$ cat src/rtl/dpmem_rd_stream.sv
// Read-side streaming engine for one port of a dual-port RAM: turns (addr, len)
// commands into sequential reads and a valid/ready word stream with a last flag.
module dpmem_rd_stream #(
    parameter int DEPTH      = 10,
    parameter int WIDTH      = 32,
    parameter int OUTREG     = 0,
    parameter int FIFO_DEPTH = 4
) (
    input  logic             clk,
    input  logic             rst_n,
    input  logic             cmd_valid,
    output logic             cmd_ready,
    input  logic [DEPTH-1:0] cmd_addr,
    input  logic [DEPTH:0]   cmd_len,
    output logic             mem_en,
    output logic [DEPTH-1:0] mem_addr,
    input  logic [WIDTH-1:0] mem_do,
    output logic             out_valid,
    input  logic             out_ready,
    output logic [WIDTH-1:0] out_data,
    output logic             out_last,
    output logic             busy
);
    localparam int L  = 1 + OUTREG;
    localparam int CW = $clog2(FIFO_DEPTH + 1);
    localparam int PW = (FIFO_DEPTH > 1) ? $clog2(FIFO_DEPTH) : 1;
    localparam logic [DEPTH:0] LEN_ONE = 1;
    localparam logic [CW-1:0]  CREDIT_MAX = CW'(FIFO_DEPTH);
    localparam logic [PW-1:0]  PTR_MAX = PW'(FIFO_DEPTH - 1);

    typedef enum logic [1:0] {IDLE, READ, DRAIN} state_t;

    state_t           state, state_next;
    logic [DEPTH-1:0] addr;
    logic [DEPTH:0]   rem;
    logic [CW-1:0]    credit, credit_next;
    logic             issue, last_issue, push, pop;
    logic             mem_last;
    logic [L-1:0]     pipe_en, pipe_last;
    logic [WIDTH:0]   fifo_mem [FIFO_DEPTH];
    logic [PW-1:0]    wr_ptr, rd_ptr;
    logic [CW-1:0]    count;

    function automatic logic [PW-1:0] ptr_inc(input logic [PW-1:0] p);
        return (p == PTR_MAX) ? '0 : p + 1'b1;
    endfunction

    // Credit covers every word from issue until pop, so it also bounds FIFO occupancy.
    assign issue      = (state == READ) && (rem != '0) && (credit < CREDIT_MAX);
    assign last_issue = issue && (rem == LEN_ONE);
    assign push       = pipe_en[L-1];
    assign out_valid  = (count != '0);
    assign pop        = out_valid && out_ready;
    assign out_data   = out_valid ? fifo_mem[rd_ptr][WIDTH-1:0] : '0;
    assign out_last   = out_valid && fifo_mem[rd_ptr][WIDTH];
    assign cmd_ready  = (state == IDLE);
    assign busy       = (state != IDLE);

    always_comb begin
        credit_next = credit;
        case ({issue, pop})
            2'b10:   credit_next = credit + 1'b1;
            2'b01:   credit_next = credit - 1'b1;
            default: credit_next = credit;
        endcase
    end

    // Leaving DRAIN on the final pop lets cmd_ready rise in the very next cycle.
    always_comb begin
        state_next = state;
        case (state)
            IDLE:    if (cmd_valid && (cmd_len != '0)) state_next = READ;
            READ:    if (last_issue) state_next = DRAIN;
            DRAIN:   if (credit_next == '0) state_next = IDLE;
            default: state_next = IDLE;
        endcase
    end

    always_ff @(posedge clk or negedge rst_n) begin
        if (!rst_n) begin
            state    <= IDLE;
            addr     <= '0;
            rem      <= '0;
            credit   <= '0;
            mem_en   <= 1'b0;
            mem_last <= 1'b0;
            mem_addr <= '0;
        end else begin
            state    <= state_next;
            credit   <= credit_next;
            mem_en   <= issue;
            mem_last <= last_issue;
            if ((state == IDLE) && cmd_valid) begin
                addr <= cmd_addr;
                rem  <= cmd_len;
            end else if (issue) begin
                mem_addr <= addr;
                addr     <= addr + 1'b1;
                rem      <= rem - 1'b1;
            end
        end
    end

    // The last stage lines up with the cycle in which mem_do carries the read word.
    always_ff @(posedge clk or negedge rst_n) begin
        if (!rst_n) begin
            pipe_en   <= '0;
            pipe_last <= '0;
        end else begin
            pipe_en[0]   <= mem_en;
            pipe_last[0] <= mem_last;
            for (int i = 1; i < L; i++) begin
                pipe_en[i]   <= pipe_en[i-1];
                pipe_last[i] <= pipe_last[i-1];
            end
        end
    end

    always_ff @(posedge clk or negedge rst_n) begin
        if (!rst_n) begin
            wr_ptr <= '0;
            rd_ptr <= '0;
            count  <= '0;
        end else begin
            if (push) wr_ptr <= ptr_inc(wr_ptr);
            if (pop)  rd_ptr <= ptr_inc(rd_ptr);
            if (push && !pop)      count <= count + 1'b1;
            else if (pop && !push) count <= count - 1'b1;
        end
    end

    always_ff @(posedge clk) begin
        if (push) fifo_mem[wr_ptr] <= {pipe_last[L-1], mem_do};
    end
endmodule

$ cat config.mk
export PLATFORM = sky130hd
export DESIGN_NAME = dpmem_rd_stream
export DESIGN_NICKNAME = d
export VERILOG_FILES = /design/src/rtl/dpmem_rd_stream.sv
export SDC_FILE = /design/constraint.sdc
export NUM_CORES = 1
export LEC_CHECK = 0
export ABC_AREA = 1
export ABC_CLOCK_PERIOD_IN_PS = 2900
export BUFFER_PORTS_ARGS = -buffer_cell sky130_fd_sc_hd__buf_2
export CORE_MARGIN = 1.5
export CORE_UTILIZATION = 49
export DETAILED_ROUTE_END_ITERATION = 8
export GPL_ROUTABILITY_DRIVEN = 0
export PLACE_DENSITY = 0.72
export SETUP_SLACK_MARGIN = 0.15
export SLEW_MARGIN = 0
export SYNTH_ARGS = -nofsm -noshare
export SYNTH_HDL_FRONTEND = slang
export SYNTH_SLANG_ARGS = --single-unit
$ cat constraint.sdc
create_clock -name clk -period 2.9 [get_ports clk]
set_input_delay 0.145 -clock clk [delete_from_list [all_inputs] [get_ports clk]]
set_output_delay 0.145 -clock clk [all_outputs]
set_load 0.03 [all_outputs]
==> results.txt <==
----------------------------------------------------
[Final layout]
  Most common library cell in the layout ignoring fill and taps ... sky130_fd_sc_hd__nor2_1
  Final instance count without filler cells ... 1124
  Net count of the finished layout ... 970
  Growth of design area from synthesis to finish ... 23.2%
  Ratio of cells with drive above 1 in the final layout ... 0.171
  Storage cell area ... 5140 sq um
  Leading cell types in the layout, fill and taps excluded ... 157 x sky130_fd_sc_hd__nor2_1, 132 x sky130_fd_sc_hd__edfxtp_1, 116 x sky130_fd_sc_hd__nand2_1
  Final instance area ... approximately 9600 sq um
  Area of combinational cells with multiple inputs ... ~2300 sq um
  Fillers ... about 1200
  Diodes inserted ... 0

[STA]
  WHS ... 0.0407 ns
  Number of hold-slack violations in the final timing report ... 0
  Final setup violation count ... 0
  Final Critical Period ... around 2.5 ns
  Final setup TNS ... 0 ns
  Worst max-slew margin expressed relative to the limit ... 0.461
  Setup repair after global routing missed its margin ... false
  Crit share post-route ... 0.876
  Final clock skew ... 0.00997 ns
  Final number of max-transition violations ... 0
  Slew at the pin closest to its max-slew limit ... about 0.81 ns
  Maximum achievable frequency ... approximately 390 MHz

[Floorplanning]
  Overall die height ... 129 um
  Number of top-level design ports ... 104
  Die Wd ... 129 um
  Row count ... 45
  Initial core utilization ... 0.505
  Area enclosed by the die boundary ... around 17000 sq um
  Area of the placeable core ... 15400 sq um

[CTS]
  Worst-case clock buffer depth ... 2
  Maximum level of the CTS H-tree ... 4
  Clock Pin Slew Worst Setup and Hold Paths ... 0.06 ns
  CTS tree ... done
  Sinks on Clock Net ... about 180
  Clock tree root buffer cell ... sky130_fd_sc_hd__clkbuf_16
  Clock insertion delay at the later pin of the skew report ... 0.43 ns
  CTS buffer count ... 17

[Placed design]
  Placed cell count ... 1041
  Number of input and output port buffers inserted ... between 100 and 150
  Detailed placement HPWL ... between 9000 and 10000 um
  Placed inst area ... roughly 8500 sq um

[Worst setup path]
  Launch point of the worst reg-to-reg path ... rem[7]
  Slack of the worst reg-to-reg path ... 0.65 ns
  Critical path data required time ... 2.76 ns
  Type of element launching the critical path ... register
  Start-to-end type of the worst setup path ... register to output port
  Cell type group with the largest total delay on the critical path ... buffers and inverters
  Number of buffers and inverters on the critical path ... 3
  Reg2Reg Depth ... 13
  Element type at the critical path end ... output port
  Library cell contributing the largest single delay on the critical path ... sky130_fd_sc_hd__dfrtp_4
  Arrival time at the worst endpoint ... between 2 and 2.5 ns
  Max incr delay on CP ... 0.63 ns
  Ordered list of cells on the worst path ... inv_1 -> buf_4 -> o21ai_0 -> a21oi_1 -> buf_2
  Reg-to-reg endpoint ... state[1]
  Highest fanout seen on the critical path ... 66

[Yosys]
  Flip-flop and latch count after synthesis ... ~180
  Post-synthesis area per instance ... 10.4 sq um
  Part of the Yosys area used for sequential elements ... 0.662
  Synth unique cells ... 27
  Number of nets in the synthesized netlist ... roughly 820
  Post-synthesis instance area ... between 7000 and 8000 sq um
  Synthesized instance count ... approximately 750
  Count of synthesis-stage warnings from yosys ... 0

[Power]
  Total power after layout ... 11.1 mW
  Pwr/cell area ... 1160 nW/um^2
  Leakage power summed over all cells ... ~3.9 nW
  Worst voltage drop across the vdd grid ... 0.561 mV

[Routing]
  Number of design-rule violations left by the first detailed-router iteration ... 358
  Post-detailed-route via-to-cell ratio ... 5.02
  Aggregate routed wire length ... roughly 16000 um
  Via count ... about 5600
  Antenna Violating Nets Remaining ... 0
  Per-cell routed wire length ... 14.6 um
  DRC ... 0
  Number of search-and-repair iterations in the first detailed-routing pass ... 4

[GRT]
  Overall routing resource usage ... 0.207
  GRT Residual Overflow ... 0
  Largest net degree at the start of global routing ... 67
  Initial antenna violation count ... 0
  Via count of the first global-routing pass ... between 5000 and 6000
  Wire length of the first global-routing pass ... 26200 um

[Job]
  Count of maximum capacitance violations ... 0

[Min path]
  Endpoint with the worst hold slack ... addr[1]
  Kind of path behind the tightest hold check ... input port to register
  Beginning of the worst hold path ... cmd_addr[1]
  Hold Crit Depth ... 5

[Outcome]
  Status ... finished clean

----------------------------------------------------
-- final cells by class --
cell class / instances / area share
tap: 211 / 0.0276
inverter: 47 / 0.0184
sequential: 179 / 0.538
clock buffer: 19 / 0.0452
clock inverter: 13 / 0.0131
multi-input combinational: 487 / 0.239
timing repair buffer: 168 / 0.120
-- synth_stat cells --
library cell	n	area, sq um
sky130_fd_sc_hd__edfxtp_1	132	3960
sky130_fd_sc_hd__ha_1	11	138
sky130_fd_sc_hd__fa_1	2	40.0
sky130_fd_sc_hd__xor2_1	4	35.0
sky130_fd_sc_hd__nor2_4	1	11.3
sky130_fd_sc_hd__buf_2	12	60.1
sky130_fd_sc_hd__nand2_2	2	12.5
sky130_fd_sc_hd__nand2_4	1	11.3
sky130_fd_sc_hd__nor3_1	2	10.0
sky130_fd_sc_hd__a21oi_1	34	170
sky130_fd_sc_hd__clkbuf_1	20	75.1
sky130_fd_sc_hd__dfrtp_1	47	1180
sky130_fd_sc_hd__nor3_2	1	10.0
sky130_fd_sc_hd__nand2_1	116	435
sky130_fd_sc_hd__nand4_1	6	37.5
sky130_fd_sc_hd__buf_6	2	22.5
sky130_fd_sc_hd__mux2_2	1	11.3
sky130_fd_sc_hd__nor2_1	157	589
sky130_fd_sc_hd__o21a_1	1	7.51
sky130_fd_sc_hd__inv_1	46	173
sky130_fd_sc_hd__buf_8	1	15.0
sky130_fd_sc_hd__nand3_1	52	260
sky130_fd_sc_hd__xnor2_1	4	35.0
sky130_fd_sc_hd__clkinv_1	1	3.75
sky130_fd_sc_hd__buf_1	1	3.75
sky130_fd_sc_hd__nor2_2	2	12.5
sky130_fd_sc_hd__o21ai_0	90	450
-- report_power, final --
part	leakage [nW]	internal, mW	total, mW	switching, mW
combinational	1.89	1.47	4.88	3.41
clock	0.265	1.19	2.15	0.960
sequential	1.79	3.62	4.05	0.427
-- flip-flops by register name, indices dropped and copies added, names as in the netlist --
name	cells
addr	10
count	3
credit	3
fifo_mem	132
mem_addr	10
mem_en	1
mem_last	1
pipe_en	1
pipe_last	1
rd_ptr	2
rem	11
state	2
wr_ptr	2
-- per-stage QoR --
stage | setup slack (ns) | util
after floorplan | 0.617 | -
after global placement | 0.740 | 0.553
after detailed placement | 0.647 | 0.553
after CTS | 0.321 | 0.622
after global routing | 0.206 | 0.623
final | 0.359 | 0.623
-- kinds of logic after synthesis --
family                     count (synthesis)  share of synthesized area
and+or+nand+nor                          340                      0.179
DFF                                      179                      0.662
AOI/OAI and AO/OA                        125                     0.0808
buffers and inverters                     83                     0.0454
adders and majority gates                 13                     0.0229
xor gates and xnor gates                   8                    0.00902
muxes                                      1                    0.00145
-- routing by layer --
layer,part of all wire,vias to the layer above,track usage,wire length [um]
li1,-,2826,-,-
met1,0.45,2666,0.263,7480
met2,0.49,133,0.354,8100
met3,0.042,15,0.0503,699
met4,0.011,0,0.0635,185
met5,0,-,0,0
-- worst reg2reg max path, stage by stage (launching register included) --
cell and delay [ns]:
sky130_fd_sc_hd__dfrtp_1 0.40, sky130_fd_sc_hd__nor2_1 0.27, sky130_fd_sc_hd__nand2_2 0.12, sky130_fd_sc_hd__nor2_1 0.10
sky130_fd_sc_hd__nand2_1 0.07, sky130_fd_sc_hd__nand2_2 0.07, sky130_fd_sc_hd__ha_1 0.16, sky130_fd_sc_hd__inv_1 0.07
sky130_fd_sc_hd__fa_1 0.42, sky130_fd_sc_hd__o21ai_0 0.25, sky130_fd_sc_hd__nor2_1 0.08, sky130_fd_sc_hd__nand3_1 0.07
sky130_fd_sc_hd__nand3_1 0.06, sky130_fd_sc_hd__nand2_1 0.05
-- how the worst max path moves through the flow --
stage / start / endpoint / slack, ns / cells after the start
floorplan: rem[5] / state[1] / 0.62 / 15
global placement: rem[7] / state[1] / 0.74 / 13
detailed placement: rem[7] / state[1] / 0.65 / 13
CTS: rd_ptr[0] / out_data[28] / 0.32 / 5
global route: rd_ptr[0] / out_data[0] / 0.21 / 5
finish: rd_ptr[0] / out_data[28] / 0.36 / 5
-- what timing repair did --
action                                 in CTS  in global routing
hold buffers                               51                  0
endpoints found under the hold margin     163                  0
setup buffers                               0                  0
gates resized for setup                     0                  1
setup endpoints to repair                   0                  4
No activity file was read; power rests on OpenSTA's default activity.
